<file path="config.mk">
export PLATFORM = sky130hd
export DESIGN_NAME = lzx_coin_tx
export DESIGN_NICKNAME = d
export VERILOG_FILES = /design/src/rtl/lzx_coin_pkg.sv /design/src/rtl/lzx_coin_debounce.sv /design/src/rtl/lzx_coin_tx.sv
export SDC_FILE = /design/constraint.sdc
export NUM_CORES = 1
export LEC_CHECK = 0
export CORE_MARGIN = 2
export CORE_UTILIZATION = 57
export DETAILED_ROUTE_END_ITERATION = 10
export PLACE_DENSITY = 0.8
export RECOVER_POWER = 25
export SLEW_MARGIN = 30
export SYNTH_ARGS = -nofsm -noshare
export SYNTH_HDL_FRONTEND = slang
export SYNTH_SLANG_ARGS = --single-unit
</file>
<file path="constraint.sdc">
create_clock -name clk -period 4.8 [get_ports clk]
set_input_delay 1.44 -clock clk [delete_from_list [all_inputs] [get_ports clk]]
set_output_delay 1.44 -clock clk [all_outputs]
set_load 0.1 [all_outputs]
</file>
<file path="src/rtl/lzx_coin_pkg.sv">
// lzx_coin_pkg: coin bus codes, TX FSM states and credit values shared with lzx_VM.
package lzx_coin_pkg;
    localparam logic [1:0] COIN_NONE = 2'b00;
    localparam logic [1:0] COIN_HALF = 2'b01;
    localparam logic [1:0] COIN_ONE  = 2'b10;
    localparam logic [7:0] HALF_UNITS = 8'd1;
    localparam logic [7:0] ONE_UNITS  = 8'd2;
    typedef enum logic [1:0] {IDLE, SEND, GAP} tx_state_t;
endpackage

</file>
<file path="src/rtl/lzx_coin_debounce.sv">
// lzx_coin_debounce: 2-FF synchroniser, stability counter and one-cycle pulse on debounced rise.
module lzx_coin_debounce #(
    parameter int DEB_CYCLES = 4
) (
    input  logic clk,
    input  logic rst_n,
    input  logic raw,
    output logic rise
);
    logic s1, s2, level;
    logic [7:0] cnt;
    always_ff @(posedge clk or negedge rst_n) begin
        if (!rst_n) begin
            s1    <= 1'b0;
            s2    <= 1'b0;
            level <= 1'b0;
            cnt   <= '0;
            rise  <= 1'b0;
        end else begin
            s1   <= raw;
            s2   <= s1;
            rise <= 1'b0;
            if (s2 == level) cnt <= '0;
            else if (cnt == 8'(DEB_CYCLES - 1)) begin
                level <= s2;
                cnt   <= '0;
                rise  <= s2;
            end else cnt <= cnt + 8'd1;
        end
    end
endmodule

</file>
<file path="src/rtl/lzx_coin_tx.sv">
// lzx_coin_tx: debounced coin sensors -> FIFO -> single-cycle codes on In with idle gap.
// Optional LZX_COIN_TX_TOTAL_EN adds clr_total/credit_total (0.5-yuan units, saturating).
module lzx_coin_tx
    import lzx_coin_pkg::*;
#(
    parameter int DEB_CYCLES = 4,
    parameter int DEPTH      = 4,
    parameter int GAP_CYCLES = 1
) (
    input  logic                         clk,
    input  logic                         rst_n,
    input  logic                         sens_half,
    input  logic                         sens_one,
    input  logic                         hold,
    output logic [1:0]                   In,
    output logic                         coin_reject,
    output logic [$clog2(DEPTH+1)-1:0]   pending
`ifdef LZX_COIN_TX_TOTAL_EN
    ,
    input  logic                         clr_total,
    output logic [7:0]                   credit_total
`endif
);
    localparam int AW = $clog2(DEPTH);
    localparam int CW = $clog2(DEPTH + 1);
    logic half_rise, one_rise, half_pend, push_req, push, pop, full, gap_last;
    logic [1:0] mem [DEPTH];
    logic [1:0] in_d;
    logic [AW-1:0] wr_ptr, rd_ptr;
    logic [3:0] gap_cnt;
    tx_state_t state, state_d;

    lzx_coin_debounce #(.DEB_CYCLES(DEB_CYCLES)) u_deb_half (
        .clk(clk), .rst_n(rst_n), .raw(sens_half), .rise(half_rise)
    );
    lzx_coin_debounce #(.DEB_CYCLES(DEB_CYCLES)) u_deb_one (
        .clk(clk), .rst_n(rst_n), .raw(sens_one), .rise(one_rise)
    );

    // 1-yuan wins a same-cycle tie; the half coin waits one edge in half_pend
    assign push_req = one_rise | half_rise | half_pend;
    assign full     = pending == CW'(DEPTH);
    assign push     = push_req && !full;

    always_comb begin
        gap_last = gap_cnt == 4'(GAP_CYCLES - 1);
        pop      = pending != '0 && !hold && (state == IDLE || (state == GAP && gap_last));
        in_d     = pop ? mem[rd_ptr] : COIN_NONE;
        state_d  = pop ? SEND : state == SEND ? GAP : (state == GAP && gap_last) ? IDLE : state;
    end

    always_ff @(posedge clk) begin
        if (push) mem[wr_ptr] <= one_rise ? COIN_ONE : COIN_HALF;
    end

    always_ff @(posedge clk or negedge rst_n) begin
        if (!rst_n) begin
            wr_ptr      <= '0;
            rd_ptr      <= '0;
            pending     <= '0;
            half_pend   <= 1'b0;
            coin_reject <= 1'b0;
            state       <= IDLE;
            gap_cnt     <= '0;
            In          <= COIN_NONE;
        end else begin
            half_pend   <= one_rise & half_rise;
            coin_reject <= push_req & full;
            wr_ptr      <= push ? wr_ptr + AW'(1) : wr_ptr;
            rd_ptr      <= pop ? rd_ptr + AW'(1) : rd_ptr;
            pending     <= pending + CW'(push) - CW'(pop);
            state       <= state_d;
            gap_cnt     <= state == GAP ? gap_cnt + 4'd1 : '0;
            In          <= in_d;
        end
    end

`ifdef LZX_COIN_TX_TOTAL_EN
    logic [7:0] add;
    logic [8:0] sum;
    assign add = In == COIN_ONE ? ONE_UNITS : HALF_UNITS;
    assign sum = {1'b0, credit_total} + {1'b0, add};
    always_ff @(posedge clk or negedge rst_n) begin
        if (!rst_n) credit_total <= '0;
        else if (clr_total) credit_total <= '0;
        else if (state == SEND && In != COIN_NONE) credit_total <= sum[8] ? 8'hFF : sum[7:0];
    end
`endif
endmodule
</file>
# == Yosys cells after proc, flatten, opt, wreduce, memory -nomap -nowiden ==
# Memories as Yosys holds them, arrays and structs flattened.
# Cells that the tools add are included.
# totals
wordCells,68
ramBits,8
mem_count,1
regBits,41
# memory_table
memory,depth,word_bits,read_ports,rd_clocked_by_memory_dff,write_ports,line,source
mem,4,2,1,0,1,lzx_coin_tx.sv:27,logic [1:0] mem [DEPTH];
# classes
mux,16
reduce_logical,13
bitwise,6
eq_ne,7
add_sub_neg,7
# op_table
cell,n
$mux W8,4
$add A8 B1 Y8 const B,2
$eq A8 B2 Y1 const B,2
$mux W2,5
$mux W1,6
$reduce_bool A3 Y1,2
$add A2 B1 Y2 const B,2
$add A4 B1 Y4 const B,1
$logic_and A1 B1 Y1,4
$logic_not A4 Y1,1
$mux W4,1
$reduce_and A2 Y1,2
$add A3 B1 Y3,1
$eq A3 B3 Y1 const B,1
$sub A3 B1 Y3,1
$and A1 B1 Y1,2
$eq A1 B1 Y1,2
$eq A2 B1 Y1 const B,1
$eq A2 B2 Y1 const B,1
$logic_not A1 Y1,2
$logic_not A2 Y1,1
$not A1 Y1,2
$or A1 B1 Y1,2
$logic_or A1 B1 Y1,1

# == Logic depth before layout (Yosys ltp) ==
# Gate-level depths: netlist of the first run.
# depth
ltp_word,5
mapped_depth,9

# == Hierarchy ==
# From an unflattened synthesis of the first run, not the netlist that was laid out.
# hier_totals
cells_unflattened,169
hier_area_um2,2115.8
# by_module_without_submodules
module,cells_each,area_per_inst_um2,seq_area_each_um2,instances
lzx_coin_tx,79,1097.3,665.6,1
lzx_coin_debounce,45,509.2,300.3,2

# == Least setup slack after synthesis of the first run ==
# OpenSTA, ideal clock, no wires.
# synth_path
path_type,input-to-reg
from,input hold
to,register pending[1]
path_stages,5
slack_ns,2.049
t_arrival_ns,2.616
path_buffers,0
path_cell_list,a2111oi_4 > ha_1 > inv_1 > ha_1 > fa_1
# synth_between
elab_chain_len,4
# synth_lines
element,line,source
"start, declared",lzx_coin_tx.sv:14,"input logic hold,"
$logic_not A1 Y1,lzx_coin_tx.sv:47,pop = pending != '0 && !hold && (state == IDLE || (state == GAP && gap_last));
$logic_and A1 B1 Y1 (2 in series),lzx_coin_tx.sv:47,
$sub A3 B1 Y3,lzx_coin_tx.sv:71,pending <= pending + CW'(push) - CW'(pop);
"end signal, assigned",lzx_coin_tx.sv:71,
"end, declared",lzx_coin_tx.sv:17,output logic [$clog2(DEPTH+1)-1:0] pending
# No other way between the ends.
# A chain may end at the register's enable or synchronous reset.

# == Worst setup path in the final report of the first run ==
# layout_path
from,register pending[1]
to,output pending[1]
# No word-level cell between the ends.

==> impl_metrics.env, run 1 <==
export IMPL_syn_inst=163
export IMPL_synth_nets=179
export IMPL_dr_pass1_iters=4
export IMPL_synth_common_cells="41 x dfrtp_1, 20 x nor2_1, 11 x inv_1, 11 x xor2_1"
export IMPL_max_freq_mhz=292
export IMPL_setup_viol=0
export IMPL_cts_hold_buf=0
export IMPL_routabilityCongestion=0.843
export IMPL_synth_warnings=0
export IMPL_setup_tns_ns=0
export IMPL_ant_nets=0
export IMPL_num_vias=1153
export IMPL_synth_most_common_cell="dfrtp_1"
export IMPL_cts_resized=0
export IMPL_hold_class="reg -> reg"
export IMPL_overflow=0
export IMPL_slew_limit_headroom=-0.376
export IMPL_worst_pin_slew_ns=2.06
export IMPL_viasPerCell=5.08
export IMPL_power_density_nw_per_um2=545
export IMPL_violations="max-capacitance violations, max-slew violations"
export IMPL_yosys_register_bits=49
export IMPL_cp_end_kind="output pin"
export IMPL_cts_buffer_depth=2
export IMPL_dp_hpwl_um=2110
export IMPL_top_layer="met4"
export IMPL_crit_required_ns=3.36
export IMPL_layout_drive_gt1_share=0.0884
export IMPL_wl_met2_um=1450
export IMPL_status="finished with violations"
export IMPL_hold_violations=0
export IMPL_die_w_um=64.3
export IMPL_num_nets_final=196
export IMPL_clk_latency_ns=0.36
export IMPL_cts_tree="built"
export IMPL_dieHeight_um=64.3
export IMPL_h_tree_depth=2
export IMPL_grt_max_degree=42
export IMPL_drt_wl_total_um=2830
export IMPL_postSynthAreaPerCell_um2=12.7
export IMPL_grt_util_all_layers=0.168
export IMPL_drt_iter0_drc=77
export IMPL_syn_area_um2=2070
export IMPL_wl_met1_um=1230
export IMPL_grt_pass1_vias=1187
export IMPL_cts_root_buffer="clkbuf_4"
export IMPL_antenna_found_initial=0
export IMPL_cts_setup_buffers=0
export IMPL_port_buffers=10
export IMPL_fp_dieArea_um2=4130
export IMPL_io_pins=11
export IMPL_synth_edf_count=8
export IMPL_ys_types=26
export IMPL_fin_crit_ns=3.43
export IMPL_drc=0
export IMPL_core_area_um2=3420
export IMPL_synth_top_area_frac=0.496
export IMPL_clkTransAtPathRegs_ns=0.14
export IMPL_crit_arrival_ns=1.99
export IMPL_ir_drop_v=0.000231
export IMPL_drv_cap=1
export IMPL_rsz0062_at_grt="no"
export IMPL_synthTopCellsByArea="dfrtp_1 50%, edfxtp_1 12%, ha_1 6.0%"
export IMPL_synth_main_ff_cell="dfrtp_1"
export IMPL_wl_per_cell_um=12.5
export IMPL_slowest_delay_ns=1.16
export IMPL_rrSetupSlack_ns=2.22
export IMPL_path_max_fanout=5
export IMPL_totalPowerFinal_w=0.00124
export IMPL_slew_violations=42
export IMPL_start_kind="flip-flop"
export IMPL_finClkSkew_ns=0.0155
export IMPL_wl_met3_um=99
export IMPL_cts_made_buffers=5
export IMPL_seq_area_frac_synth=0.612
export IMPL_critPathSlowestCell="clkdlybuf4s50_1"
export IMPL_cp_buffers_inverters=1
export IMPL_area_delta_synth_final_pct=9.85
export IMPL_path_delay_family="buffers and inverters"
export IMPL_cts_sinks=49
export IMPL_finalCritPeriodShare=0.714
export IMPL_grt_pass1_wl_um=5230
export IMPL_rows=21
export IMPL_crit_chain="clkdlybuf4s50_1"
export IMPL_worstSetupPathType="reg -> out"
export IMPL_postSynth_asyncResetShare=0.837
export IMPL_num_antenna_cells=0
export IMPL_yosysTopAreaCell="dfrtp_1"
export IMPL_leakage_nw=1.01
export IMPL_start_util=0.606
## cell usage in the layout, fill, tap and decap left out, drive strengths merged, types with 2 or more instances in the layout
cell type,Yosys,final
dfrtp,41,41
nor2,20,20
inv,11,12
xor2,11,11
nand3,10,10
ha,10,10
xnor2,9,9
clkdlybuf4s50,0,9
edfxtp,8,8
and2,8,8
nand2,7,7
clkbuf,0,7
and3,4,4
nor3,4,4
nand2b,2,2
o21ai,2,2
a21oi,2,2
mux4,2,2
nor3b,2,2
a21o,2,2
mux2,2,2
## area by class of cell
| cell class | instances | area, um2 |
|---|---|---|
| Clock inverter | 2 | 13.8 |
| Inverter | 11 | 41.3 |
| Fill cell | 269 | 1140 |
| Timing Repair Buffer | 10 | 93.8 |
| Multi-Input combinational cell | 103 | 759 |
| Clock buffer | 6 | 41.3 |
| Sequential cell | 49 | 1270 |
| Tap cell | 46 | 57.6 |
## path summary, 6_finish.rpt
kind | from | end | cells after the start
setup / recovery | pending[1] | pending[1] | 1
hold / removal | u_deb_one.s1 | u_deb_one.s2 | 0
setup reg to reg | gap_cnt[0] | pending[1] | 8
hold reg to reg | u_deb_one.s1 | u_deb_one.s2 | 0
max in group asynchronous | rst_n | u_deb_half.cnt[2] | 1
min in group asynchronous | rst_n | pending[2] | 1
## kinds of logic (layout without fill, tap and decap cells)
group | Yosys count | in the layout | share of synthesized area
adder cells (fa/ha/maj) | 11 | 11 | 0.0701
flip-flops | 49 | 49 | 0.612
multiplexers | 4 | 4 | 0.0326
XOR/XNOR | 20 | 20 | 0.0846
buffers and inverters | 11 | 29 | 0.0200
AND/OR/NAND/NOR | 61 | 61 | 0.149
AO/OA/AOI/OAI | 7 | 7 | 0.0314
## layer usage
layer	up-vias	global-route usage
li1	572	-
met1	559	0.211
met2	17	0.273
met3	5	0.0528
met4	0	0.0665
met5	-	0
## registers in the layout, summed over array words and instances, names as in the netlist, 2 cells and up
| signal | flops |
|---|---|
| u_deb_half.cnt | 8 |
| u_deb_one.cnt | 8 |
| mem | 8 |
| state | 2 |
| wr_ptr | 2 |
| pending | 3 |
| gap_cnt | 4 |
| In | 2 |
| rd_ptr | 2 |
## power by group
| part | internal (W) | switching (W) | total [W] | leakage [nW] |
|---|---|---|---|---|
| sequential | 0.000509 | 0.0000871 | 0.000596 | 0.607 |
| combinational | 0.000169 | 0.000292 | 0.000461 | 0.371 |
| clock | 0.0000587 | 0.000123 | 0.000182 | 0.0326 |
## through the flow
step,cells,hold slack [ns],util,setup slack [ns],cell area (um2)
after floorplan,163,0.331,-,2.05,2070
after global placement,219,0.332,0.651,1.54,2220
after detailed placement,219,0.336,0.651,1.51,2220
after CTS,227,0.366,0.667,1.35,2280
after global routing,227,0.371,0.666,1.32,2270
final,227,0.365,0.666,1.37,2270
(Power assumes the default switching activity.)
==> inputs of run 2 (changes only) <==
==> constraint.sdc (replaced) <==
create_clock -name clk -period 3.2 [get_ports clk]
set_input_delay 0.96 -clock clk [delete_from_list [all_inputs] [get_ports clk]]
set_output_delay 0.96 -clock clk [all_outputs]
set_load 0.1 [all_outputs]
==> run 2 against run 1 <==
The run still ends with max-capacitance violations, max-slew violations left. Non-clock buffer count is the same. Combinational power up 49%. Clock-buffer cell count unchanged. Die area is the same. Largest cell class unchanged. Utilization down 0.073 points. Worst hold slack barely moved. Sequential power is 50% higher. Clock skew decreased by 0.0028 ns. Routed wire length shrank 1.9%. Design area down 0.11%.
==> impl_metrics.env, run 2 (synthesis gave the netlist of run 1 again) <==
export IMPL_clkTransAtPathRegs_ns=0.14
export IMPL_worst_pin_slew_ns=2.08
export IMPL_hold_class="reg -> reg"
export IMPL_grt_max_degree=42
export IMPL_ir_drop_v=0.000455
export IMPL_num_nets_final=196
export IMPL_h_tree_depth=2
export IMPL_grt_util_all_layers=0.157
export IMPL_core_area_um2=3420
export IMPL_slowest_delay_ns=0.50
export IMPL_worstSetupPathType="reg -> reg"
export IMPL_num_antenna_cells=0
export IMPL_ff_latch_area_um2=1270
export IMPL_grt_pass1_wl_um=4860
export IMPL_nFillCells=266
export IMPL_start_util=0.606
export IMPL_wl_met3_um=128
export IMPL_die_w_um=64.3
export IMPL_final_common_cell="dfrtp_1"
export IMPL_cts_hold_buf=0
export IMPL_drt_wl_total_um=2780
export IMPL_dieHeight_um=64.3
export IMPL_largest_registers="mem: 8 flops, u_deb_half.cnt: 8 flops, u_deb_one.cnt: 8 flops"
export IMPL_cts_setup_buffers=0
export IMPL_drc=0
export IMPL_slew_violations=42
export IMPL_path_max_fanout=6
export IMPL_wl_met1_um=1240
export IMPL_cts_tree="built"
export IMPL_crit_arrival_ns=2.83
export IMPL_crit_required_ns=3.44
export IMPL_setup_tns_ns=0
export IMPL_cp_end_kind="flip-flop"
export IMPL_leakage_nw=1.02
export IMPL_overflow=0
export IMPL_hold_violations=0
export IMPL_slew_limit_headroom=-0.386
export IMPL_wl_per_cell_um=12.2
export IMPL_fp_dieArea_um2=4130
export IMPL_power_density_nw_per_um2=824
export IMPL_num_vias=1171
export IMPL_cts_resized=0
export IMPL_port_buffers=10
export IMPL_routabilityCongestion=0.864
export IMPL_wl_met2_um=1380
export IMPL_crit_chain="inv_1, ha_1, or3b_4, a2111oi_4, ha_1, inv_1, ha_1, fa_1"
export IMPL_rows=21
export IMPL_dp_hpwl_um=2010
export IMPL_setup_viol=0
export IMPL_cp_buffers_inverters=2
export IMPL_path_delay_family="adder cells"
export IMPL_drv_cap=1
export IMPL_fin_util=0.665
export IMPL_io_pins=11
export IMPL_area_delta_synth_final_pct=9.73
export IMPL_whs_ns=0.365
export IMPL_cts_made_buffers=5
export IMPL_layout_drive_gt1_share=0.133
export IMPL_ant_nets=0
export IMPL_path_common_cell="ha_1"
export IMPL_fin_crit_ns=2.58
export IMPL_final_cell_mix="41 x dfrtp_1, 20 x nor2_1, 11 x inv_1, 11 x xor2_1"
export IMPL_multi_input_area_um2=762
export IMPL_rsz0062_at_grt="no"
export IMPL_drt_iter0_drc=90
export IMPL_dr_pass1_iters=4
export IMPL_status="finished with violations"
export IMPL_critPathSlowestCell="a2111oi_4"
export IMPL_clk_latency_ns=0.35
export IMPL_antenna_found_initial=0
export IMPL_top_layer="met4"
export IMPL_start_kind="flip-flop"
export IMPL_finClkSkew_ns=0.0127
export IMPL_finalCritPeriodShare=0.807
export IMPL_viasPerCell=5.16
export IMPL_violations="max-capacitance violations, max-slew violations"
export IMPL_cts_root_buffer="clkbuf_4"
export IMPL_grt_pass1_vias=1133
export IMPL_cts_sinks=49
export IMPL_max_freq_mhz=387
export IMPL_cts_buffer_depth=2
## run 2: cell types whose count changed in the layout (fill, tap and decap cells not counted), sizes merged
| cell | previous run | this run |
|---|---|---|
| buf | 0 | 6 |
| clkdlybuf4s50 | 9 | 3 |
| clkinv | 1 | 2 |
| inv | 12 | 11 |
## run 2: final timing paths
path                               start           endpoint  slack (ns)  depth (start not counted)
min                        u_deb_half.s1      u_deb_half.s2        0.36                          0
min reg2reg                u_deb_half.s1      u_deb_half.s2        0.36                          0
max in group asynchronous          rst_n  u_deb_half.cnt[1]        0.83                          1
min in group asynchronous          rst_n         pending[1]        1.18                          1
max                           gap_cnt[0]         pending[1]        0.62                          8
max reg2reg                   gap_cnt[0]         pending[1]        0.62                          8
## run 2: layer usage
metal / up-vias / global-route usage
met3: 2 / 0.0423
met2: 18 / 0.247
met4: 0 / 0.0878
met5: - / 0
li1: 576 / -
met1: 575 / 0.195
## run 2: final cells by class
cell class | count | share of cell area
tap | 46 | 0.0253
inverter | 11 | 0.0182
multi-input combinational | 103 | 0.336
sequential | 49 | 0.558
clock buffer | 6 | 0.0226
timing repair buffer | 10 | 0.0347
clock inverter | 2 | 0.00606
## run 2: through the flow
stage                     setup WS (ns)  total power (W)  cell area [um2]  cells
after floorplan                   0.535          0.00144             2070    163
after global placement            0.419          0.00156             2210    219
after detailed placement          0.344          0.00161             2210    219
after CTS                         0.600          0.00190             2270    227
after global routing              0.321          0.00200             2270    227
final                             0.617          0.00187             2270    227
## run 2: power by group
part,leakage (nW),switching [W],total (W),internal (W)
combinational,0.379,0.000437,0.000688,0.000252
clock,0.0382,0.000180,0.000288,0.000107
sequential,0.607,0.000131,0.000895,0.000763
==> inputs of run 3 (changes only) <==
--- a/config.mk
+++ b/config.mk
@@ -6,9 +6,9 @@
 export NUM_CORES = 1
 export LEC_CHECK = 0
 export CORE_MARGIN = 2
-export CORE_UTILIZATION = 57
+export CORE_UTILIZATION = 52
 export DETAILED_ROUTE_END_ITERATION = 10
-export PLACE_DENSITY = 0.8
+export PLACE_DENSITY = 0.77
 export RECOVER_POWER = 25
 export SLEW_MARGIN = 30
 export SYNTH_ARGS = -nofsm -noshare
==> constraint.sdc (replaced) <==
create_clock -name clk -period 2.1 [get_ports clk]
set_input_delay 0.63 -clock clk [delete_from_list [all_inputs] [get_ports clk]]
set_output_delay 0.63 -clock clk [all_outputs]
set_load 0.1 [all_outputs]
==> run 3 against run 2 <==
The run ends with max-capacitance violations, max-slew violations, negative setup slack left. Setup slack worse by 0.84 ns. Critical path type unchanged. Worst hold slack worse by 0.0084 ns. Combinational power up 98%.
==> impl_metrics.env, run 3 (synthesis gave the netlist of run 1 again) <==
export IMPL_status="finished with violations"
export IMPL_path_max_fanout=2
export IMPL_largest_registers="mem: 8 flops, u_deb_half.cnt: 8 flops, u_deb_one.cnt: 8 flops"
export IMPL_ir_drop_v=0.000461
export IMPL_drc=0
export IMPL_start_util=0.553
export IMPL_grt_pass1_wl_um=6220
export IMPL_num_antenna_cells=0
export IMPL_setup_viol=2
export IMPL_cts_buffer_depth=2
export IMPL_slew_limit_headroom=-0.0794
export IMPL_ant_nets=0
export IMPL_hold_class="reg -> reg"
export IMPL_grt_pass1_vias=1349
export IMPL_r2r_end="pending[1]"
export IMPL_fp_dieArea_um2=4500
export IMPL_antenna_found_initial=0
export IMPL_finalCritPeriodShare=1.10
export IMPL_dieHeight_um=67.1
export IMPL_cts_root_buffer="clkbuf_8"
export IMPL_drv_cap=1
export IMPL_h_tree_depth=2
export IMPL_rsz0062_at_grt="yes"
export IMPL_clkTransAtPathRegs_ns=0.09
export IMPL_cts_sinks=49
export IMPL_whs_ns=0.356
export IMPL_hold_violations=0
export IMPL_totalPowerFinal_w=0.00335
export IMPL_ff_latch_area_um2=1270
export IMPL_cp_end_kind="flip-flop"
export IMPL_power_density_nw_per_um2=1340
export IMPL_wl_per_cell_um=13.9
export IMPL_place_ws_ns=-0.271
export IMPL_clk_latency_ns=0.30
export IMPL_grt_util_all_layers=0.191
export IMPL_num_vias=1231
export IMPL_worst_pin_slew_ns=1.62
export IMPL_cts_hold_buf=0
export IMPL_rr_worst_depth=8
export IMPL_num_nets_final=210
export IMPL_min_to="u_deb_one.s2"
export IMPL_multi_input_area_um2=764
export IMPL_cts_tree="built"
export IMPL_fin_ws_ns=-0.220
export IMPL_dr_pass1_iters=4
export IMPL_nFillCells=272
export IMPL_die_w_um=67.1
export IMPL_violations="max-capacitance violations, max-slew violations, negative setup slack"
export IMPL_crit_required_ns=2.28
export IMPL_whs_path_depth=0
export IMPL_area_delta_synth_final_pct=21.0
export IMPL_port_buffers=10
export IMPL_start_kind="flip-flop"
export IMPL_max_freq_mhz=431
export IMPL_drt_wl_total_um=3380
export IMPL_grt_max_degree=32
export IMPL_routabilityCongestion=0.747
export IMPL_dp_hpwl_um=2400
export IMPL_viasPerCell=5.07
export IMPL_slew_violations=32
export IMPL_worstSetupPathType="reg -> reg"
export IMPL_drt_iter0_drc=81
export IMPL_final_cell_mix="38 x dfrtp_1, 20 x nor2_1, 14 x buf_4"
export IMPL_r2r_start="gap_cnt[0]"
export IMPL_leakage_nw=1.13
export IMPL_fin_crit_ns=2.32
export IMPL_rrSetupSlack_ns=-0.22
export IMPL_io_pins=11
export IMPL_finClkSkew_ns=0.0121
export IMPL_fin_util=0.669
export IMPL_rows=22
export IMPL_core_area_um2=3740
export IMPL_setup_tns_ns=-0.422
export IMPL_final_common_cell="dfrtp_1"
export IMPL_crit_arrival_ns=2.50
export IMPL_overflow=0
export IMPL_layout_drive_gt1_share=0.210
export IMPL_worstHoldStart="u_deb_one.s1"
export IMPL_cts_made_buffers=5
-- run 3: cell types whose count changed in the layout (fill, tap and decap cells not counted), sizes merged --
cell / delta
clkinvlp: +1
buf: +14
clkdlybuf4s50: -2
clkinv: -1
clkbuf: -1
bufinv: +1
dlygate4sd3: +2
-- run 3: final cells by class --
cell class,instances,area share
sequential,49,0.507
timing repair buffer,24,0.103
multi-input combinational,103,0.305
tap,48,0.0240
inverter,11,0.0165
clock buffer,5,0.0275
clock inverter,3,0.0165
-- run 3: how the worst max path moves through the flow --
| stage | from | endpoint | slack, ns | cells past startpoint |
|---|---|---|---|---|
| after floorplan | gap_cnt[0] | pending[2] | -0.26 | 9 |
| after global placement | hold | pending[2] | -0.22 | 7 |
| after detailed placement | hold | pending[2] | -0.27 | 7 |
| after CTS | gap_cnt[0] | pending[1] | -0.22 | 8 |
| after global routing | gap_cnt[0] | pending[2] | -0.32 | 9 |
| final | gap_cnt[0] | pending[1] | -0.22 | 8 |
-- run 3: routing by layer --
metal  track usage  up-vias  part of all wire
li1              -      600                 -
met1         0.220      612              0.41
met2         0.338       17              0.55
met3        0.0422        2             0.037
met4        0.0816        0            0.0053
met5             0        -                 0
-- run 3: what timing repair did --
action / 4_1_cts / 5_1_grt
setup buffers: 3 / 0
hold endpoints to repair: 0 / 0
endpoints found under the setup margin: 2 / 2
gates resized for setup: 1 / 0
cloned: 0 / 0
-- run 3: worst max-delay path, stage by stage (launching register included) --
cell	delay [ns]
dfrtp_1	0.39
inv_1	0.07
ha_1	0.13
or3b_4	0.39
a2111oi_4	0.32
ha_1	0.28
inv_1	0.06
ha_2	0.16
fa_1	0.41
-- run 3: where the power goes --
part           total, W  leakage [nW]  switching (W)  internal (W)
Combinational   0.00136         0.473       0.000767      0.000593
Sequential      0.00135         0.604       0.000179       0.00117
Clock          0.000646        0.0518       0.000295      0.000350
-- run 3: stage by stage --
step | std cells | area, um2
finish | 243 | 2500
global route | 243 | 2500
CTS | 243 | 2510
detailed placement | 232 | 2370
global placement | 232 | 2370
floorplan | 163 | 2070
